==> config.mk <==
export PLATFORM = sky130hd
export DESIGN_NAME = kernel_arbiter
export DESIGN_NICKNAME = d
export VERILOG_FILES = /design/src/rtl/kernel_arbiter.sv
export SDC_FILE = /design/constraint.sdc
export NUM_CORES = 1
export LEC_CHECK = 0
export CORE_AREA = 2 2 159 161
export CTS_CLUSTER_SIZE = 24
export DETAILED_ROUTE_END_ITERATION = 7
export DIE_AREA = 0 0 161 163
export MAX_ROUTING_LAYER = met4
export PLACE_DENSITY = 0.69
export SYNTH_ARGS = -nofsm -noshare
export SYNTH_HDL_FRONTEND = slang
export SYNTH_SLANG_ARGS = --single-unit
export TNS_END_PERCENT = 50
==> constraint.sdc <==
create_clock -name clk -period 2.31 [get_ports clk]
set_input_delay 0.231 -clock clk [delete_from_list [all_inputs] [get_ports clk]]
set_output_delay 0.231 -clock clk [all_outputs]
set_load 0.05 [all_outputs]
==> src/rtl/kernel_arbiter.sv <==
// Round-robin front end for a combinational compute kernel: accepts one request at a
// time, gives the kernel KLAT settling cycles, then holds the captured result until consumed.
module kernel_arbiter #(
    parameter int NREQ = 3,
    parameter int KLAT = 2
) (
    input  logic                 clk,
    input  logic                 rst_n,
    input  logic [NREQ-1:0]      req_valid,
    output logic [NREQ-1:0]      req_ready,
    input  logic [64*NREQ-1:0]   req_data,
    output logic [63:0]          k_in,
    input  logic [63:0]          k_out,
    output logic                 rsp_valid,
    input  logic                 rsp_ready,
    output logic [1:0]           rsp_id,
    output logic [63:0]          rsp_data,
    output logic                 busy,
    output logic [15:0]          done_cnt
);
    localparam int IW = (NREQ > 1) ? $clog2(NREQ) : 1;

    typedef enum logic [1:0] {IDLE, WAIT, RESP} state_t;

    state_t        state_q, state_d;
    logic [IW-1:0] ptr_q, ptr_d;
    logic [IW-1:0] gid_q, gid_d;
    logic [3:0]    cnt_q, cnt_d;
    logic [63:0]   kin_q, kin_d;
    logic          rvld_q, rvld_d;
    logic [1:0]    rid_q, rid_d;
    logic [63:0]   rdata_q, rdata_d;
    logic [15:0]   done_q, done_d;

    logic          gnt_vld;
    logic [IW-1:0] gnt_idx;
    logic [IW:0]   sum;
    logic [IW-1:0] cand;

    // Search starts just past the last served requester, wrapping modulo NREQ.
    always_comb begin
        gnt_vld = 1'b0;
        gnt_idx = '0;
        sum     = '0;
        cand    = '0;
        for (int k = 1; k <= NREQ; k++) begin
            sum = {1'b0, ptr_q} + (IW+1)'(k);
            if (sum >= (IW+1)'(NREQ))
                sum = sum - (IW+1)'(NREQ);
            cand = sum[IW-1:0];
            if (!gnt_vld && req_valid[cand]) begin
                gnt_vld = 1'b1;
                gnt_idx = cand;
            end
        end
    end

    always_comb begin
        req_ready = '0;
        if (state_q == IDLE && gnt_vld && rst_n)
            req_ready[gnt_idx] = 1'b1;
    end

    always_comb begin
        state_d = state_q;
        ptr_d   = ptr_q;
        gid_d   = gid_q;
        cnt_d   = cnt_q;
        kin_d   = kin_q;
        rvld_d  = rvld_q;
        rid_d   = rid_q;
        rdata_d = rdata_q;
        done_d  = done_q;
        case (state_q)
            IDLE: begin
                if (gnt_vld) begin
                    kin_d   = req_data[64*int'(gnt_idx) +: 64];
                    gid_d   = gnt_idx;
                    cnt_d   = 4'(KLAT);
                    state_d = WAIT;
                end
            end
            WAIT: begin
                if (cnt_q != 4'd0) begin
                    cnt_d = cnt_q - 4'd1;
                end else begin
                    rdata_d = k_out;
                    rid_d   = 2'(gid_q);
                    rvld_d  = 1'b1;
                    state_d = RESP;
                end
            end
            RESP: begin
                if (rsp_ready) begin
                    rvld_d  = 1'b0;
                    ptr_d   = gid_q;
                    done_d  = done_q + 16'd1;
                    state_d = IDLE;
                end
            end
            default: state_d = IDLE;
        endcase
    end

    always_ff @(posedge clk or negedge rst_n) begin
        if (!rst_n) begin
            state_q <= IDLE;
            ptr_q   <= IW'(NREQ-1);
            gid_q   <= '0;
            cnt_q   <= '0;
            kin_q   <= '0;
            rvld_q  <= 1'b0;
            rid_q   <= '0;
            rdata_q <= '0;
            done_q  <= '0;
        end else begin
            state_q <= state_d;
            ptr_q   <= ptr_d;
            gid_q   <= gid_d;
            cnt_q   <= cnt_d;
            kin_q   <= kin_d;
            rvld_q  <= rvld_d;
            rid_q   <= rid_d;
            rdata_q <= rdata_d;
            done_q  <= done_d;
        end
    end

    assign k_in      = kin_q;
    assign rsp_valid = rvld_q;
    assign rsp_id    = rid_q;
    assign rsp_data  = rdata_q;
    assign busy      = (state_q != IDLE);
    assign done_cnt  = done_q;
endmodule

Word-level counts from Yosys, hierarchy flattened --
Cells that the tools add are included. W data, S select, Z words.
Word-level totals: word-level logic and storage cells 79, register bits after elaboration 157, output and inout bits 151
Cells by class: reductions and logical operators 18, equal/unequal tests 6, shifts and indexed selects 1, bitwise logic cells 1, mux-type cells 28, add/subtract/negate cells 8, magnitude comparators 8
Operators by type and width (count):
- $shiftx A192 B9 Y64 | 1
- $mux W2 | 9
- $add A16 B1 Y16 const B | 1
- $lt A2 B3 Y1 const B | 4
- $ge A3 B2 Y1 const B | 3
- $mux W1 | 9
- $reduce_and A3 Y1 | 3
- $mux W4 | 2
- $ne A2 B2 Y1 const B | 4
- $pmux W4 S2 | 1
- $add A2 B2 Y3 const B | 2
- $bmux W1 S2 | 3
- $pmux W2 S3 | 1
- $reduce_and A2 Y1 | 3
- $reduce_bool A2 Y1 | 3
- $sub A2 B2 Y2 const B | 3
- $logic_and A1 B1 Y1 | 5
- $reduce_bool A4 Y1 | 1
- $sub A4 B1 Y4 const B | 1
- $add A2 B1 Y3 const B | 1
- $mux W3 | 1
- $demux W1 S2 | 1
- $eq A2 B1 Y1 const B | 1
- $eq A2 B2 Y1 const B | 1
- 5 further kinds | 6

Longest topological paths before layout --
word-level depth 17, gate-level depth with buffers 10, mapped depth without buffers 7

Worst setup path before layout --
Ideal clock, no wire load.
path type reg2out, from register ptr_q[1], to output req_ready[1], stages on the path, launching flop included 11, path buffers 3, path slack -0.384 ns, arrival time 2.463 ns, cell sequence dfstp_2 -> inv_1 -> ha_1 -> buf_2 -> and2_1 -> o21ai_1 -> a31oi_4 -> buf_12 -> buf_12 -> inv_1 -> nor2_1
Between the ends: longest elaborated chain between the ends 17, elaborated cells between the ends (all ways) 36
Ends and longest elaborated chain:
- start: declaration | RTL line 26 | logic [IW-1:0] ptr_q, ptr_d;
- start signal: assignment | RTL line 108 | ptr_q <= IW'(NREQ-1);
- start signal: assignment | RTL line 118 | ptr_q <= ptr_d;
- $add A2 B1 Y3 | RTL line 47 | sum = {1'b0, ptr_q} + (IW+1)'(k);
- $ge A3 B2 Y1 / $sub A2 B2 Y2 (equally long branches) | RTL line 48, 49
- $mux W2 | RTL line 48 | if (sum >= (IW+1)'(NREQ))
- $bmux W1 S2 | RTL line 51 | if (!gnt_vld && req_valid[cand]) begin
- $mux W1 (not written as such) | RTL line 51
- $mux W1 | RTL line 51
- $logic_not A1 Y1 | RTL line 51
- $logic_and A1 B1 Y1 | RTL line 51
- $mux W1 | RTL line 51
- $logic_not A1 Y1 | RTL line 51
- $logic_and A1 B1 Y1 | RTL line 51
- $mux W2 | RTL line 51
- $lt A2 B3 Y1 (not written as such) / $ge A2 B1 Y1 (equally long branches) | RTL line 61 | req_ready[gnt_idx] = 1'b1;
- $logic_and A1 B1 Y1 (not written as such) | RTL line 61
- $mux W1 (not written as such) | RTL line 61
- $demux W1 S2 | RTL line 61
- $mux W3 * | RTL line 60 | if (state_q == IDLE && gnt_vld && rst_n)
- end: declaration | RTL line 10 | output logic [NREQ-1:0] req_ready,
Mark *: on every way between the ends. The rest lies on a longest branch, timed or not. The select of a mux whose other input is x is not followed.

Final worst setup path --
Ends and elaborated chain as after synthesis.

==> impl_metrics.toml <==
[run_status]
status = "finished with violations"
violations = "negative setup slack"

[cts]
htreeDepth = 4
clock_latency_ns = 0.43
clock_path_buffers = 2
path_clk_slew_ns = 0.07
cts_tree = "yes"
clock_sinks = 157
root_buffer = "clkbuf_16"
cts_inserted_buffers = 17

[setup_path]
r2r-end = "k_in[35]"
rr_startpoint = "ptr_q[1]"
worstPathRequired_ns = 2.08
critical_path_class = "reg -> out"
critPathCaptureType = "primary output"
critPathCapture = "req_ready[1]"
path_max_fanout = 5
crit_path_start_kind = "register"
crit_start = "ptr_q[1]"
arrival_ns = 2.30
rr_worst_depth = 11
reg2reg_slack_ns = -0.13

[detailed_routing]
postRouteAntennaNets = 0
drtIter0Drc = 277
vias = 6944
drtPass1Iterations = 4
avgViaCountPerCell = 4.816
wl_per_cell_um = 18.99
drt-total-wl_um = 27380
drc_errors = 0

[global_route]
grt_pass1_wl_um = 41790
grt_use_total_pct = 21.33
grt_start_max_net_pins = 101
antenna_found_initial = 2
globalRouteOverflowTotal = 0
grt_pass1_vias = 7377

[synthesis]
synth_simple_gate_area_share_pct = 11.99
yosysSeqAreaShare_pct = 51.09
yosys_warnings = 0
synthXorXnorAreaFrac_pct = 1.936
synth_fa_ha_area_share_pct = 1.139
ys_ff_latch = 157
synth_top_family_by_area = "multiplexers"
syn-instance-count = 643
avgSynthCellArea_um2 = 11.96
synthesis.area_um2 = 7692
synth.area.mux_share_pct = 18.41
yosysUniqueCellTypes = 42
synth_nets = 912
synth_compound_area_share_pct = 11.13

[sta]
finalSetupViolCount = 66
fmax_ghz = 0.3948
slew_headroom_pct = 57.16
setup_ws_ns = -0.2230
finalHoldViolations = 0
grt_setup_unrepaired = "true"
hold_ws_ns = 0.2383
finClkSkew_ns = 0.01598
tightest_slew_ns = 0.6426
period_needed_ns = 2.533
period_share_pct = 109.7
slew_viol_final = 0

[die]
io_pins = 413
rows = 58
die_h_um = 163
coreArea_um2 = 24670
dieArea_um2 = 26240
start_util_pct = 31.18
die_w_um = 161

[placement]
io_buffer_count = 412
gp_congestion = 0.8368
dp_hpwl_um = 20020

[final_layout]
nFillCells = 2131
drive_gt1_share_pct = 22.09
area_growth_pct = 76.09
fin_nets = 1365
ff_latch_area_um2 = 3930
multi_input_area_um2 = 3596

[pwr]
p_per_area_nw_per_um2 = 1666
leakage_nw = 5.616
power_mw = 22.56
ir_worst_vdd_v = 0.001004

[flow_run]
drv_cap = 0

[hold_path]
holdCritPathClass = "in -> async"
cell type report:
cell class / count / area share [%]
Timing Repair Buffer: 479 / 36.68
Clock inverter: 15 / 1.275
Inverter: 8 / 0.2402
Tap cell: 330 / 3.048
Clock buffer: 17 / 3.141
Multi-Input combinational cell: 433 / 26.55
Antenna cell: 3 / 0.05542
Sequential cell: 157 / 29.01
per-layer routing:
| layer | part of all wire, % | vias up | GRT usage, % |
|---|---|---|---|
| met3 | 8.1 | 25 | 6.494 |
| met4 | 1.5 | 0 | 5.235 |
| met2 | 50 | 294 | 35.64 |
| met1 | 40 | 3406 | 25.31 |
| met5 | 0 | - | - |
| li1 | - | 3219 | - |
report_power, final:
group,internal [mW],switching (mW)
combinational,6.34,8.62
sequential,4.05,0.718
clock,1.46,1.38
metrics by stage:
stage / utilization, % / worst slack [ns] / instances / cell area [um2] / setup TNS [ns]
4_1_cts: 54.80 / -0.2464 / 1438 / 13520 / -5.544
3_5_place_dp: 50.60 / -0.1066 / 1386 / 12480 / -0.3381
3_3_place_gp: 50.60 / -0.04996 / 1386 / 12480 / -0.08012
2_1_floorplan: - / -0.007825 / 643 / 7714 / -0.007825
6_report: 54.90 / -0.2230 / 1442 / 13550 / -5.502
5_1_grt: 54.89 / -0.3161 / 1441 / 13540 / -11.18
what timing repair did:
action / 4_1_cts / 5_1_grt
buffers inserted: 14 / 1
gates resized for setup: 34 / 3
gates cloned: 6 / 0
setup endpoints to repair: 63 / 70
pin swaps: 11 / 1
endpoints found under the hold margin: 9 / 0
hold buffers: 1 / 0
critical path, stage by stage (launching register included):
cell     delay [ns]
dfstp_2        0.54
inv_2          0.05
ha_4           0.28
buf_6          0.11
and2_4         0.13
o21ai_2        0.06
a31oi_4        0.21
buf_12         0.12
buf_12         0.09
inv_2          0.03
nor2_4         0.11
buf_12         0.14
cells in the final DEF (no fill, tap or decap), drive strengths merged, types with 3 or more instances in the layout:
cell	count
nand2	84
nand4	4
dfrtp	156
nor2	11
buf	68
diode	3
nand2b	8
inv	14
and4	3
clkinv	9
ha	7
o21ai	6
xnor2	13
clkdlybuf4s50	408
nand3	71
o211ai	65
xor2	4
mux2	68
clkbuf	17
mux2i	65
cells in the mapped netlist:
| master | n | area [um2] |
|---|---|---|
| nor2b_1 | 2 | 12.51 |
| mux2_2 | 68 | 765.7 |
| clkbuf_1 | 18 | 67.56 |
| nor3_1 | 1 | 5.000 |
| nand2_1 | 84 | 315.3 |
| and3b_1 | 1 | 8.760 |
| nand3b_1 | 2 | 15.01 |
| a31oi_4 | 1 | 21.27 |
| o211ai_1 | 16 | 120.1 |
| o41ai_2 | 1 | 16.27 |
| nor2_1 | 11 | 41.29 |
| buf_1 | 5 | 18.77 |
| o21a_1 | 1 | 7.510 |
| ha_1 | 7 | 87.58 |
| nor3b_1 | 1 | 7.510 |
| o211ai_2 | 49 | 613.1 |
| a31oi_1 | 1 | 6.260 |
| and3_1 | 1 | 6.260 |
| o41a_1 | 1 | 11.26 |
| inv_1 | 8 | 30.03 |
| o21ai_1 | 1 | 5.000 |
| o211a_1 | 1 | 10.01 |
| nand4_1 | 4 | 25.02 |
| o21ai_0 | 5 | 25.02 |
| o221ai_1 | 1 | 8.760 |
| nand2b_1 | 8 | 50.05 |
| dfrtp_1 | 156 | 3904 |
| or3b_4 | 1 | 11.26 |
| mux2i_1 | 65 | 650.6 |
| nand3_1 | 71 | 355.3 |
| xor2_1 | 4 | 35.03 |
| dfstp_2 | 1 | 26.28 |
| nor4_1 | 2 | 12.51 |
| o22ai_1 | 1 | 6.260 |
| and2_1 | 2 | 12.51 |
| and4_1 | 3 | 26.28 |
| buf_12 | 6 | 120.1 |
| xnor2_1 | 13 | 113.9 |
| buf_4 | 6 | 45.04 |
| nand4b_1 | 2 | 17.52 |
| buf_2 | 10 | 50.05 |
| a21oi_1 | 1 | 5.000 |
state kept, by name, indices dropped and copies added (netlist names):
register   count
cnt_q          4
done_cnt      16
gid_q          2
k_in          64
ptr_q          2
rsp_data      64
rsp_id         2
rsp_valid      1
state_q        2
worst min path at each step:
stage / from / end / slack, ns
6_report: rst_n / cnt_q[2] / 0.24
5_1_grt: rst_n / ptr_q[0] / 0.23
4_1_cts: rst_n / ptr_q[0] / 0.22
3_5_place_dp: rst_n / ptr_q[0] / 0.08
3_3_place_gp: rst_n / cnt_q[2] / 0.08
2_1_floorplan: rst_n / cnt_q[0] / -0.06
cell families (layout without fill, tap and decap cells):
family	count (synthesis)	after routing
buffers and inverters	53	519
AND/OR/NAND/NOR	196	196
flip-flops	157	157
other	0	3
XOR/XNOR	17	17
multiplexers	133	133
AO/OA/AOI/OAI	80	80
adder cells (fa/ha/maj)	7	7
(Power assumes the default switching activity.)
